==> config.mk <==
export PLATFORM = sky130hd
export DESIGN_NAME = io_hub
export DESIGN_NICKNAME = d
export VERILOG_FILES = /design/src/rtl/io_hub.sv
export SDC_FILE = /design/constraint.sdc
export NUM_CORES = 1
export LEC_CHECK = 0
export BUFFER_PORTS_ARGS = -buffer_cell sky130_fd_sc_hd__clkbuf_2
export CAP_MARGIN = 20
export CORE_UTILIZATION = 44
export CTS_BUF_LIST = sky130_fd_sc_hd__clkbuf_8
export CTS_CLUSTER_DIAMETER = 80
export DETAILED_ROUTE_END_ITERATION = 10
export PLACE_DENSITY_LB_ADDON = 0.2
export REMOVE_ABC_BUFFERS = 1
export SLEW_MARGIN = 30
export SYNTH_ARGS = -nofsm -noshare
export SYNTH_HDL_FRONTEND = slang
export SYNTH_SLANG_ARGS = --single-unit
==> constraint.sdc <==
create_clock -name clk -period 1.76 [get_ports clk]
set_input_delay 0.44 -clock clk [delete_from_list [all_inputs] [get_ports clk]]
set_output_delay 0.44 -clock clk [all_outputs]
set_load 0.01 [all_outputs]
==> src/rtl/io_hub.sv <==
// Processor I/O hub: single-word holding registers per input channel and a FIFO per output channel.
// Define IO_HUB_ERR_EN to add the sticky out-of-range error port err[1:0].
module io_hub #(
  parameter int NUBITS = 32,
  parameter int NUIOIN = 2,
  parameter int NUIOOU = 2,
  parameter int FDEPTH = 4,
  localparam int AIW = (NUIOIN > 1) ? $clog2(NUIOIN) : 1,
  localparam int AOW = (NUIOOU > 1) ? $clog2(NUIOOU) : 1
) (
  input  logic                     clk,
  input  logic                     rst,
  input  logic                     proc_req_in,
  input  logic [AIW-1:0]           addr_in,
  output logic [NUBITS-1:0]        proc_in,
  input  logic                     proc_out_en,
  input  logic [AOW-1:0]           addr_out,
  input  logic [NUBITS-1:0]        proc_out,
  output logic                     proc_stall,
  input  logic [NUIOIN*NUBITS-1:0] in_data,
  input  logic [NUIOIN-1:0]        in_valid,
  output logic [NUIOIN-1:0]        in_ready,
  output logic [NUIOOU*NUBITS-1:0] out_data,
  output logic [NUIOOU-1:0]        out_valid,
  input  logic [NUIOOU-1:0]        out_ready,
  output logic [NUIOIN-1:0]        req_in,
  output logic [NUIOOU-1:0]        out_en
`ifdef IO_HUB_ERR_EN
  ,
  output logic [1:0]               err
`endif
);
  logic [NUIOIN-1:0][NUBITS-1:0] r_hold;
  logic [NUIOIN-1:0]             r_full;
  logic [NUIOIN-1:0]             w_rd_sel;
  logic [NUIOOU-1:0]             w_wr_sel, w_room, w_push, w_pop, w_valid;
  logic [NUIOOU-1:0][NUBITS-1:0] w_head;
  logic [NUBITS-1:0]             w_rd_data;
  logic w_rd_req, w_rd_full, w_rd_acc, w_rd_stall;
  logic w_wr_req, w_wr_room, w_wr_acc, w_wr_stall;

  // Out-of-range addresses decode to an all-zero select: no data, no strobe, no stall.
  always_comb begin
    w_rd_sel  = '0;
    w_wr_sel  = '0;
    w_rd_data = '0;
    for (int i = 0; i < NUIOIN; i++) w_rd_sel[i] = (addr_in == AIW'(i));
    for (int j = 0; j < NUIOOU; j++) w_wr_sel[j] = (addr_out == AOW'(j));
    for (int i = 0; i < NUIOIN; i++) if (w_rd_sel[i]) w_rd_data = r_hold[i];
  end

  assign w_rd_req   = rst & proc_req_in;
  assign w_rd_full  = |(w_rd_sel & r_full);
  assign w_rd_acc   = w_rd_req & w_rd_full;
  assign w_rd_stall = w_rd_req & (|w_rd_sel) & ~w_rd_full;

  assign w_wr_req   = rst & proc_out_en;
  assign w_wr_room  = |(w_wr_sel & w_room);
  assign w_wr_acc   = w_wr_req & w_wr_room;
  assign w_wr_stall = w_wr_req & (|w_wr_sel) & ~w_wr_room;

  assign proc_in    = w_rd_data;
  assign proc_stall = w_rd_stall | w_wr_stall;
  assign req_in     = w_rd_acc ? w_rd_sel : '0;
  assign out_en     = w_wr_acc ? w_wr_sel : '0;
  assign in_ready   = rst ? ~r_full : '0;

  for (genvar i = 0; i < NUIOIN; i++) begin : g_in
    // Load and read-clear never coincide: load needs empty, read needs full.
    always_ff @(posedge clk or negedge rst) begin
      if (!rst) begin
        r_hold[i] <= '0;
        r_full[i] <= 1'b0;
      end else if (in_valid[i] && !r_full[i]) begin
        r_hold[i] <= in_data[i*NUBITS +: NUBITS];
        r_full[i] <= 1'b1;
      end else if (req_in[i]) begin
        r_full[i] <= 1'b0;
      end
    end
  end

  for (genvar j = 0; j < NUIOOU; j++) begin : g_out
    assign w_push[j] = out_en[j];
    assign w_pop[j]  = w_valid[j] & out_ready[j];
    io_hub_ofifo #(.W(NUBITS), .DEPTH(FDEPTH)) u_fifo (
      .clk    (clk),
      .rst    (rst),
      .i_push (w_push[j]),
      .i_din  (proc_out),
      .i_pop  (w_pop[j]),
      .o_head (w_head[j]),
      .o_valid(w_valid[j]),
      .o_room (w_room[j])
    );
    assign out_data[j*NUBITS +: NUBITS] = w_head[j];
  end
  assign out_valid = w_valid;

`ifdef IO_HUB_ERR_EN
  logic [1:0] r_err;
  always_ff @(posedge clk or negedge rst) begin
    if (!rst) r_err <= 2'b00;
    else begin
      if (proc_req_in && !(|w_rd_sel)) r_err[0] <= 1'b1;
      if (proc_out_en && !(|w_wr_sel)) r_err[1] <= 1'b1;
    end
  end
  assign err = r_err;
`endif
endmodule

// Output FIFO: head is registered storage, so a push to an empty FIFO shows valid one cycle later.
module io_hub_ofifo #(
  parameter int W     = 32,
  parameter int DEPTH = 4,
  localparam int PW   = $clog2(DEPTH)
) (
  input  logic         clk,
  input  logic         rst,
  input  logic         i_push,
  input  logic [W-1:0] i_din,
  input  logic         i_pop,
  output logic [W-1:0] o_head,
  output logic         o_valid,
  output logic         o_room
);
  logic [DEPTH-1:0][W-1:0] r_mem;
  logic [PW-1:0]           r_wp, r_rp;
  logic [PW:0]             r_cnt;

  assign o_head  = r_mem[r_rp];
  assign o_valid = (r_cnt != '0);
  assign o_room  = (r_cnt < (PW+1)'(DEPTH));

  always_ff @(posedge clk or negedge rst) begin
    if (!rst) begin
      r_mem <= '0;
      r_wp  <= '0;
      r_rp  <= '0;
      r_cnt <= '0;
    end else begin
      if (i_push) begin
        r_mem[r_wp] <= i_din;
        r_wp        <= r_wp + 1'b1;
      end
      if (i_pop) r_rp <= r_rp + 1'b1;
      case ({i_push, i_pop})
        2'b10:   r_cnt <= r_cnt + 1'b1;
        2'b01:   r_cnt <= r_cnt - 1'b1;
        default: r_cnt <= r_cnt;
      endcase
    end
  end
endmodule

==> impl_metrics.ini, run 1 <==
[run_status]
run_status = finished, violations left
violations = negative setup slack

[critical_path]
cp_max_fo = 5
worst-path-buf-inv = 3
crit_path_max_incr_delay_ps = 540
critical_path_slowest_stage_cell = sky130_fd_sc_hd__mux4_2
critPathTopFamily = multiplexers
path_cells = buf_6, buf_12, mux4_2, clkbuf_2
critical_path.startpoint_type = register
worst_setup_path_end_kind = primary output
cp_data_required_time_ps = 1320
timing.setup.critical_path_class = reg2out
crit_arrival_ps = 2010

[layout]
finish.net_count = 1379
antenna-diode-count = 0
layout-drive-gt1-share = 0.641
filler_cell_count = 2770
area_delta_synth_final_pct = 29.5
cell_area_after_layout_sq_um = 20600

[global_routing]
wire_length_of_the_first_global_routing_pass_um = 56300
number_of_antenna_violations_at_the_first_check_in_global_routing = 0
globalRoute.totalOverflow = 0
maximum_number_of_pins_on_one_net_before_global_route_repair = 165
grtUsageTotal = 0.200
number_of_global_route_vias_before_repair = 9819

[detailed_routing]
wl_per_cell_um = 21.2
viasPerCell = 5.04
count_of_tritonroute_iterations_in_the_first_routing_pass = 4
dr_total_vias = 8900
remaining_drc_errors = 0
remaining_antenna_violation_count = 0
detail_route.wirelength_um = 37400
drtIter0Drc = 240

[power]
power.density_nw_per_um2 = 1680
vdd_drop_max_mv = 0.883
total_leakage_power_uw = 0.0104
totalPowerFinal_uw = 34600

[yosys]
postSynthRegisterBits = 336
synth.mux.area_fraction = 0.398
async_reset_ff_frac = 1.00
synth_top_family_by_area = multiplexers
yosys.area_share.xor_xnor = 0.00661
synth_compound_area_frac = 0.00252
synth.distinct_cells = 30
synth-edff-count = 0
yosys.area_share.adder = 0.0104
ys_top_cells_by_area = sky130_fd_sc_hd__dfrtp_1 (53%), sky130_fd_sc_hd__mux2_4 (23%), sky130_fd_sc_hd__mux4_2 (9.1%)
postSynthAreaPerCell_sq_um = 17.9
synth-main-ff-cell = sky130_fd_sc_hd__dfrtp_1
yosysTopAreaCell = sky130_fd_sc_hd__dfrtp_1
area_share_of_and_or_nand_nor_cells_after_synthesis = 0.0161
synth_top_area_frac = 0.529
yosys.cell_count.top_type = sky130_fd_sc_hd__dfrtp_1
seq_area_frac_synth = 0.529
synthesis.instances = 888
mappedNetlistArea_sq_um = 15900
synth-warning-count = 0
ys_top_cells_by_count = sky130_fd_sc_hd__dfrtp_1 (336), sky130_fd_sc_hd__mux2_4 (240), sky130_fd_sc_hd__mux2_2 (107)

[sta]
fin_crit_sh = 1.39
post_layout_worst_setup_margin_ps = -690
report.final.hold_viol_count = 0
whs_ps = 41.1
worst_clock_skew_ps = 13.8
setup_repair_after_global_routing_missed_its_margin = yes
fmax_ghz = 0.408
period_minus_slack_ps = 2450
report.final.slew_viol_count = 0
totalNegativeSetupSlack_ps = -44920
report.final.setup_viol = 120
slew_headroom = 0.420
tightest_slew_ps = 870

[placement]
placement.cell_area_sq_um = 17800
gpl.final_weighted_congestion = 0.739
place.detailed.hpwl_um = 22900
io_buffer_count = 210

[die]
placementRows = 69
start_util = 0.447
chipHeight_um = 192
num_io_pins = 211
die-area_sq_um = 36900
core_area_sq_um = 35600
die_width_um = 192

[clock_tree]
clock_sinks = 336
worstSkewPairLatency_ps = 630
clock_tree.htree_level_count = 2
cts-root-to-sink-buffers = 3
tritoncts = done
path_clk_slew_ps = 60
clockRootBuffer = sky130_fd_sc_hd__clkbuf_8
clock_buffers_created_by_tritoncts = 60

[flow_run]
drv.max_cap_violation_count = 0

[min_path]
holdCritPathClass = in2async
-- timing repair --
action | CTS | global route
endpoints found under the setup margin | 105 | 289
hold endpoints to repair | 79 | 0
resized for setup | 28 | 116
gates cloned | 0 | 9
setup buffers | 13 | 15
pin swaps | 6 | 7
hold buffers | 63 | 0
-- layout by cell type (no fill, tap or decap), types with 2 or more instances in the layout --
master and n:
sky130_fd_sc_hd__buf_12 36, sky130_fd_sc_hd__buf_2 9, sky130_fd_sc_hd__buf_4 36, sky130_fd_sc_hd__buf_6 40
sky130_fd_sc_hd__buf_8 5, sky130_fd_sc_hd__clkbuf_16 8, sky130_fd_sc_hd__clkbuf_2 172, sky130_fd_sc_hd__clkbuf_8 83
sky130_fd_sc_hd__clkinv_2 4, sky130_fd_sc_hd__dfrtp_1 332, sky130_fd_sc_hd__dfrtp_2 4, sky130_fd_sc_hd__dlygate4sd3_1 63
sky130_fd_sc_hd__fa_2 2, sky130_fd_sc_hd__ha_1 8, sky130_fd_sc_hd__ha_4 2, sky130_fd_sc_hd__inv_1 24
sky130_fd_sc_hd__inv_2 3, sky130_fd_sc_hd__mux2_1 5, sky130_fd_sc_hd__mux2_2 89, sky130_fd_sc_hd__mux2_4 258
sky130_fd_sc_hd__mux2i_1 2, sky130_fd_sc_hd__mux4_2 64, sky130_fd_sc_hd__nand2_1 8, sky130_fd_sc_hd__nand2_4 2
sky130_fd_sc_hd__nand2_8 6, sky130_fd_sc_hd__nor2_1 6, sky130_fd_sc_hd__nor2_2 2, sky130_fd_sc_hd__nor2b_1 2
sky130_fd_sc_hd__nor2b_2 2, sky130_fd_sc_hd__o21ai_0 2, sky130_fd_sc_hd__or3_4 2, sky130_fd_sc_hd__xnor2_1 6
sky130_fd_sc_hd__xor2_1 6
-- worst min-delay path: cells and delay by family --
family | cells | cell delay [ps]
buffers and inverters | 3 | 660
-- area by class of cell --
type | instances | area, sq um | share of cell area
multi-input cells | 482 | 7040 | 0.342
clock inverters | 23 | 126 | 0.00614
repair buffers | 369 | 3250 | 0.158
inverters | 12 | 47.5 | 0.00231
clock buffers | 83 | 1140 | 0.0555
flip-flops and latches | 336 | 8410 | 0.408
well taps | 461 | 577 | 0.0280
-- stage by stage --
stage / std cells / setup slack, ps / util
CTS: 1742 / -741 / 0.562
global route: 1766 / -768 / 0.579
global placement: 1560 / -148 / 0.502
finish: 1766 / -690 / 0.579
detailed placement: 1560 / -160 / 0.502
floorplan: 830 / -783 / -
-- cells by family after synthesis --
| logic type | Yosys count |
|---|---|
| xor+xnor | 12 |
| mux | 418 |
| simple gates | 34 |
| fa+ha+maj | 12 |
| compound gates | 6 |
| buf+inv | 70 |
| flops | 336 |
-- per-layer routing --
| metal | part of all wire | vias up | wire length [um] | global-route usage |
|---|---|---|---|---|
| li1 | - | 3979 | - | - |
| met1 | 0.45 | 4634 | 16700 | 0.264 |
| met2 | 0.47 | 234 | 17700 | 0.321 |
| met3 | 0.063 | 53 | 2350 | 0.0588 |
| met4 | 0.019 | 0 | 725 | 0.0545 |
| met5 | 0 | - | 0 | 0 |
-- flip-flops by register name, summed over array words and instances, names as in the netlist --
register            count
g_out.u_fifo.r_rp       4
g_out.u_fifo.r_cnt      6
r_hold                 64
g_out.u_fifo.r_mem    256
r_full                  2
g_out.u_fifo.r_wp       4
-- where the power goes --
group | switching, uW | internal, uW | leakage [uW]
Sequential | 1880 | 11100 | 0.00420
Combinational | 5150 | 8990 | 0.00550
Clock | 3260 | 4300 | 0.000716
Total | 10300 | 24300 | 0.0104
-- final timing paths --
path,from,to,slack (ps),depth (start not counted)
worst max register to register,g_out[1].u_fifo.r_cnt[2]$_DFFE_PN0P_,g_out[1].u_fifo.r_cnt[2]$_DFFE_PN0P_,-70,9
worst max-delay path,g_out[1].u_fifo.r_rp[0]$_DFFE_PN0P_,out_data[45],-690,4
min in group clk,in_data[41],r_hold[41]$_DFFE_PN0P_,60,2
worst min-delay path,rst,g_out[0].u_fifo.r_mem[56]$_DFFE_PN0P_,40,3
worst min register to register,r_hold[43]$_DFFE_PN0P_,r_hold[43]$_DFFE_PN0P_,480,1
max in group asynchronous,rst,g_out[0].u_fifo.r_cnt[1]$_DFFE_PN0P_,620,3
Power figures use the tool's default switching activity.
==> inputs of run 2 (changes only) <==
--- a/config.mk
+++ b/config.mk
@@ -6,7 +6,7 @@
 export NUM_CORES = 1
 export LEC_CHECK = 0
 export BUFFER_PORTS_ARGS = -buffer_cell sky130_fd_sc_hd__clkbuf_2
-export CAP_MARGIN = 20
+export CAP_MARGIN = 5
 export CORE_UTILIZATION = 44
 export CTS_BUF_LIST = sky130_fd_sc_hd__clkbuf_8
 export CTS_CLUSTER_DIAMETER = 80
@@ -16,4 +16,5 @@
 export SLEW_MARGIN = 30
 export SYNTH_ARGS = -nofsm -noshare
 export SYNTH_HDL_FRONTEND = slang
+export SYNTH_HIERARCHICAL = 1
 export SYNTH_SLANG_ARGS = --single-unit
==> run 2 against run 1 <==
  * The run still ends with negative setup slack left
  * First-iteration DRC count rose by 15%
  * Routed wire length fell by 7.4%
  * Synthesized area fell by 3.9%
  * Sequential power fell by 4%
  * Setup slack improved by 33 ps
  * Register-to-register slack improved by 60 ps
  * Critical endpoint is now out_data[12]
==> impl_metrics.ini, run 2 <==
[layout]
layout.cells.most_common_list = sky130_fd_sc_hd__dfrtp_1 (331), sky130_fd_sc_hd__mux2_2 (260), sky130_fd_sc_hd__clkbuf_2 (169)
layout.cells.non_filler = 1692
finish.net_count = 1323
reg.largest.list = g_out.u_fifo/r_mem x256, r_hold x64, g_out.u_fifo/r_cnt x6
cell_area_after_layout_sq_um = 19100
layout-drive-gt1-share = 0.669
area_delta_synth_final_pct = 25.1
largest_register_ffs = 256
filler_cell_count = 2726
final_common_cell = sky130_fd_sc_hd__dfrtp_1
max_flop_register = g_out.u_fifo/r_mem

[yosys]
yosys.cell_count.top_type = sky130_fd_sc_hd__dfrtp_1
synth_top_area_frac = 0.550
synthesis.instances = 884
seq_area_frac_synth = 0.550
mappedNetlistArea_sq_um = 15300
postSynthAreaPerCell_sq_um = 17.3
postSynthRegisterBits = 336
synth-edff-count = 0
synth.distinct_cells = 30
synth-main-ff-cell = sky130_fd_sc_hd__dfrtp_1
async_reset_ff_frac = 1.00
ys_top_cells_by_count = sky130_fd_sc_hd__dfrtp_1 (336), sky130_fd_sc_hd__mux2_2 (276), sky130_fd_sc_hd__mux2_4 (60)
yosysTopAreaCell = sky130_fd_sc_hd__dfrtp_1
synth-warning-count = 6
ys_top_cells_by_area = sky130_fd_sc_hd__dfrtp_1 (55%), sky130_fd_sc_hd__mux2_2 (20%), sky130_fd_sc_hd__mux4_2 (8.3%)

[clock_tree]
cts-root-to-sink-buffers = 3
worstSkewPairLatency_ps = 600
clock_tree.htree_level_count = 2
path_clk_slew_ps = 60
clockRootBuffer = sky130_fd_sc_hd__clkbuf_8
tritoncts = done
clock_sinks = 336
clock_buffers_created_by_tritoncts = 57

[placement]
gpl.final_weighted_congestion = 0.760
io_buffer_count = 210
place.detailed.hpwl_um = 22100
placement.cell_area_sq_um = 17100
place_inst = 1550

[run_status]
violations = negative setup slack
run_status = finished, violations left

[sta]
report.final.setup_viol = 105
setup_repair_after_global_routing_missed_its_margin = yes
totalNegativeSetupSlack_ps = -40460
fmax_ghz = 0.414
worst_clock_skew_ps = 29.6
period_minus_slack_ps = 2420
slew_headroom = 0.418
tightest_slew_ps = 872
report.final.slew_viol_count = 0
post_layout_worst_setup_margin_ps = -657
fin_crit_sh = 1.37
report.final.hold_viol_count = 0

[die]
start_util = 0.451
num_io_pins = 211
chipHeight_um = 188
placementRows = 67
core_area_sq_um = 33900
die-area_sq_um = 35500
die_width_um = 188

[critical_path]
worst_setup_path_end_kind = primary output
timing.setup.critical_path_class = reg2out
crit_arrival_ps = 1980
critical_path.startpoint_type = register
cp_data_required_time_ps = 1320
cp_max_fo = 8

[detailed_routing]
remaining_drc_errors = 0
detail_route.wirelength_um = 34600
remaining_antenna_violation_count = 0
drtIter0Drc = 277
wl_per_cell_um = 20.5
dr_total_vias = 8697
viasPerCell = 5.14
count_of_tritonroute_iterations_in_the_first_routing_pass = 4

[global_routing]
globalRoute.totalOverflow = 0
number_of_antenna_violations_at_the_first_check_in_global_routing = 1
maximum_number_of_pins_on_one_net_before_global_route_repair = 157
grtUsageTotal = 0.197
number_of_global_route_vias_before_repair = 9580
wire_length_of_the_first_global_routing_pass_um = 54200

[power]
power.density_nw_per_um2 = 1660
total_leakage_power_uw = 0.00934
vdd_drop_max_mv = 0.736
totalPowerFinal_uw = 31700

[min_path]
holdCritPathClass = in2reg

[flow_run]
drv.max_cap_violation_count = 0
==> run 2: cell count changes in the layout (fill, tap and decap cells not counted), sizes merged, moves of 3 or more <==
cell	change
dlygate4sd3	-62
clkbuf	-18
nor2	-3
buf	+16
inv	+8
==> run 2: power by group <==
part           internal (uW)  switching, uW
clock network           3630           3060
logic                   7700           4950
registers              10800           1590
==> run 2: through the flow <==
step,hold slack (ps),util,setup slack [ps]
floorplan,144,-,-1460
detailed placement,405,0.506,-135
global route,31.3,0.564,-745
global placement,404,0.506,-76.6
CTS,18.2,0.549,-728
finish,68.4,0.564,-657
==> run 2: cell families (layout without fill, tap and decap cells) <==
group,after synthesis,after routing,synth area share
buffers and inverters,68,427,0.0431
other,0,1,0
muxes,420,420,0.373
AOI/OAI and AO/OA,5,5,0.00221
and+or+nand+nor,31,31,0.0134
adders and majority gates,12,12,0.0108
DFF,336,336,0.550
xor gates and xnor gates,12,12,0.00688
==> run 2: what timing repair did <==
action / 4_1_cts / 5_1_grt
hold buffers: 1 / 0
pin swaps: 9 / 9
buffers inserted: 22 / 17
gates resized for setup: 55 / 106
setup endpoints to repair: 107 / 111
gates cloned: 2 / 4
hold endpoints to repair: 2 / 0
==> run 2: final cells by class <==
class	count	area [sq um]	area share
Inverter	14	52.6	0.00275
Clock inverter	25	101	0.00530
Multi-Input combinational cell	480	6390	0.335
Clock buffer	72	991	0.0518
Antenna cell	1	2.50	0.000131
Timing Repair Buffer	316	2600	0.136
Tap cell	448	561	0.0293
Sequential cell	336	8410	0.440
==> run 2: routing by layer <==
metal  GRT usage  part of all wire
met2       0.312              0.47
met5           0                 0
met4      0.0565             0.019
met3      0.0566             0.065
met1       0.264              0.45
==> run 2: worst paths after layout <==
check / start / cells after the start / slack, ps / endpoint
worst max-delay path: g_out[0].u_fifo/r_rp[0]$_DFFE_PN0P_ / 4 / -660 / out_data[12]
worst min-delay path: in_data[15] / 2 / 70 / r_hold[15]$_DFFE_PN0P_
worst max register to register: g_out[0].u_fifo/r_cnt[2]$_DFFE_PN0P_ / 8 / -10 / g_out[0].u_fifo/r_cnt[1]$_DFFE_PN0P_
worst min register to register: g_out[1].u_fifo/r_cnt[0]$_DFFE_PN0P_ / 1 / 470 / g_out[1].u_fifo/r_cnt[0]$_DFFE_PN0P_
max in group asynchronous: rst / 3 / 860 / g_out[1].u_fifo/r_rp[1]$_DFFE_PN0P_
min in group asynchronous: rst / 3 / 180 / g_out[0].u_fifo/r_cnt[1]$_DFFE_PN0P_
==> run 2: critical path, stage by stage (launching register included) <==
cell and delay (ps):
sky130_fd_sc_hd__dfrtp_2 440, sky130_fd_sc_hd__buf_12 170, sky130_fd_sc_hd__buf_12 110, sky130_fd_sc_hd__mux4_2 510, sky130_fd_sc_hd__clkbuf_2 150
==> inputs of run 3 (changes only) <==
--- a/config.mk
+++ b/config.mk
@@ -6,8 +6,9 @@
 export NUM_CORES = 1
 export LEC_CHECK = 0
 export BUFFER_PORTS_ARGS = -buffer_cell sky130_fd_sc_hd__clkbuf_2
-export CAP_MARGIN = 5
-export CORE_UTILIZATION = 44
+export CELL_PAD_IN_SITES_DETAIL_PLACEMENT = 1
+export CELL_PAD_IN_SITES_GLOBAL_PLACEMENT = 2
+export CORE_UTILIZATION = 40
 export CTS_BUF_LIST = sky130_fd_sc_hd__clkbuf_8
 export CTS_CLUSTER_DIAMETER = 80
 export DETAILED_ROUTE_END_ITERATION = 10
==> run 3 against run 2 <==
  * The run still ends with negative setup slack left
  * Clock power up 12%
  * Fmax is 3.5% lower
  * Critical path depth rose by 1
  * Flip-flop and latch count is the same
  * Final cell count is 9.2% higher
  * Critical endpoint is now out_data[17]
  * Clock-buffer cell count up 8
==> impl_metrics.ini, run 3 (synthesis results as in run 2) <==
[global_routing]
globalRoute.totalOverflow = 0
wire_length_of_the_first_global_routing_pass_um = 58600
grtUsageTotal = 0.198
number_of_global_route_vias_before_repair = 10043
number_of_antenna_violations_at_the_first_check_in_global_routing = 1
maximum_number_of_pins_on_one_net_before_global_route_repair = 98

[critical_path]
crit_arrival_ps = 2060
critical_path.startpoint_type = register
timing.setup.critical_path_class = reg2out
worst_setup_path_end_kind = primary output
cp_max_fo = 6
cp_data_required_time_ps = 1320

[sta]
post_layout_worst_setup_margin_ps = -744
setup_repair_after_global_routing_missed_its_margin = yes
fin_crit_sh = 1.42
worst_clock_skew_ps = 21.8
slew_headroom = 0.591
period_minus_slack_ps = 2500
report.final.hold_viol_count = 0
fmax_ghz = 0.399
report.final.slew_viol_count = 0
tightest_slew_ps = 614
report.final.setup_viol = 111

[layout]
layout-drive-gt1-share = 0.663
max_flop_register = g_out.u_fifo/r_mem
final_common_cell = sky130_fd_sc_hd__dfrtp_1
finish.utilization = 0.538
area_delta_synth_final_pct = 32.7
layout.cells.most_common_list = sky130_fd_sc_hd__dfrtp_1 (331), sky130_fd_sc_hd__mux2_2 (266), sky130_fd_sc_hd__clkbuf_2 (160)
largest_register_ffs = 256
layout.cells.non_filler = 1847
reg.largest.list = g_out.u_fifo/r_mem x256, r_hold x64, g_out.u_fifo/r_cnt x6
finish.net_count = 1405

[power]
vdd_drop_max_mv = 0.645
power_frac_clock = 0.221
p_sw_frac = 0.303
power.density_nw_per_um2 = 1660
comb_power_share = 0.410
total_leakage_power_uw = 0.00984
p_seq_frac = 0.368
internal_power_consumption_uw = 23500
power_switching_uw = 10200

[run_status]
run_status = finished, violations left
violations = negative setup slack

[min_path]
holdCritPathClass = in2reg

[detailed_routing]
viasPerCell = 4.95
remaining_antenna_violation_count = 0
dr_total_vias = 9136
detail_route.wirelength_um = 39600
wl_per_cell_um = 21.4
remaining_drc_errors = 0
drtIter0Drc = 318
count_of_tritonroute_iterations_in_the_first_routing_pass = 4

[placement]
io_buffer_count = 210
gpl.final_weighted_congestion = 0.710
place_inst = 1619
place.detailed.hpwl_um = 24300
dp_slack_ps = -189

[die]
chipHeight_um = 197
core_area_sq_um = 37700
die_width_um = 197
num_io_pins = 211
placementRows = 71
die-area_sq_um = 39000
start_util = 0.406

[clock_tree]
clock_buffers_created_by_tritoncts = 59
cts-root-to-sink-buffers = 3
path_clk_slew_ps = 60
worstSkewPairLatency_ps = 640
tritoncts = done
clock_tree.htree_level_count = 2
clock_sinks = 336
clockRootBuffer = sky130_fd_sc_hd__clkbuf_8

[flow_run]
drv.max_cap_violation_count = 0
run 3: changes by cell type in the layout (fill, tap and decap cells not counted), moves of 2 or more:
cell / change
sky130_fd_sc_hd__buf_8: +3
sky130_fd_sc_hd__clkbuf_2: -9
sky130_fd_sc_hd__mux2_4: -5
sky130_fd_sc_hd__buf_12: +4
sky130_fd_sc_hd__mux2_2: +6
sky130_fd_sc_hd__clkinv_2: +3
sky130_fd_sc_hd__inv_1: -2
sky130_fd_sc_hd__dlygate4sd3_1: +41
sky130_fd_sc_hd__clkbuf_8: +8
sky130_fd_sc_hd__clkbuf_16: +4
sky130_fd_sc_hd__buf_6: +15
sky130_fd_sc_hd__buf_4: +26
sky130_fd_sc_hd__buf_2: -4
run 3: repair_timing:
| item | in CTS | in global routing |
|---|---|---|
| pin swaps | 8 | 12 |
| hold buffers | 42 | 1 |
| buffers inserted | 33 | 38 |
| endpoints found under the hold margin | 63 | 3 |
| endpoints found under the setup margin | 107 | 151 |
| resized for setup | 59 | 158 |
| gates cloned | 2 | 8 |
run 3: per-stage QoR:
| step | total power, uW | TNS, ps | area (sq um) | hold WS (ps) |
|---|---|---|---|---|
| finish | 33700 | -47020 | 20300 | 43.9 |
| global route | 35700 | -56720 | 20300 | 0.465 |
| CTS | 32600 | -53640 | 19400 | 0.0152 |
| detailed placement | 24000 | -16770 | 17300 | 386 |
| global placement | 23600 | -12340 | 17300 | 389 |
| floorplan | 19200 | -327170 | 14700 | 144 |
run 3: layout make-up:
cell class | count | area (sq um)
flip-flops and latches | 336 | 8410
well taps | 511 | 639
repair buffers | 396 | 3530
diodes | 1 | 2.50
inverters | 14 | 55.1
clock inverters | 29 | 145
multi-input cells | 480 | 6390
fillers | 3621 | 17400
clock buffers | 80 | 1100
run 3: power groups by stage:
stage               Clock, uW  Combinational [uW]  Sequential, uW
global route             8050               14900           12800
detailed placement          0               11500           12500
CTS                      7720               12500           12400
finish                   7450               13800           12400
floorplan                   0                6880           12300
global placement            0               11200           12400
run 3: path summary, 6_finish.rpt:
path / to / from / depth (start not counted) / slack [ps]
hold / removal: r_hold[54]$_DFFE_PN0P_ / in_data[54] / 2 / 40
hold reg to reg: g_out[0].u_fifo/r_cnt[0]$_DFFE_PN0P_ / g_out[0].u_fifo/r_cnt[0]$_DFFE_PN0P_ / 1 / 470
min in group asynchronous: r_full[1]$_DFFE_PN0P_ / rst / 4 / 100
setup reg to reg: g_out[0].u_fifo/r_cnt[2]$_DFFE_PN0P_ / g_out[0].u_fifo/r_cnt[2]$_DFFE_PN0P_ / 11 / -90
setup / recovery: out_data[17] / g_out[0].u_fifo/r_rp[0]$_DFFE_PN0P_ / 5 / -740
max in group asynchronous: r_hold[6]$_DFFE_PN0P_ / rst / 5 / 760
run 3: worst max-delay path, stage by stage, from the launching register on:
cell,delay (ps)
sky130_fd_sc_hd__dfrtp_2,390
sky130_fd_sc_hd__buf_6,130
sky130_fd_sc_hd__buf_12,130
sky130_fd_sc_hd__buf_12,110
sky130_fd_sc_hd__mux4_2,510
sky130_fd_sc_hd__buf_6,140
run 3: metal layers:
| metal | vias up | track usage | routed length [um] |
|---|---|---|---|
| met2 | 217 | 0.314 | 19400 |
| met5 | - | 0 | 0 |
| met1 | 4803 | 0.263 | 17200 |
| li1 | 4074 | - | - |
| met3 | 42 | 0.0632 | 2450 |
| met4 | 0 | 0.0488 | 508 |
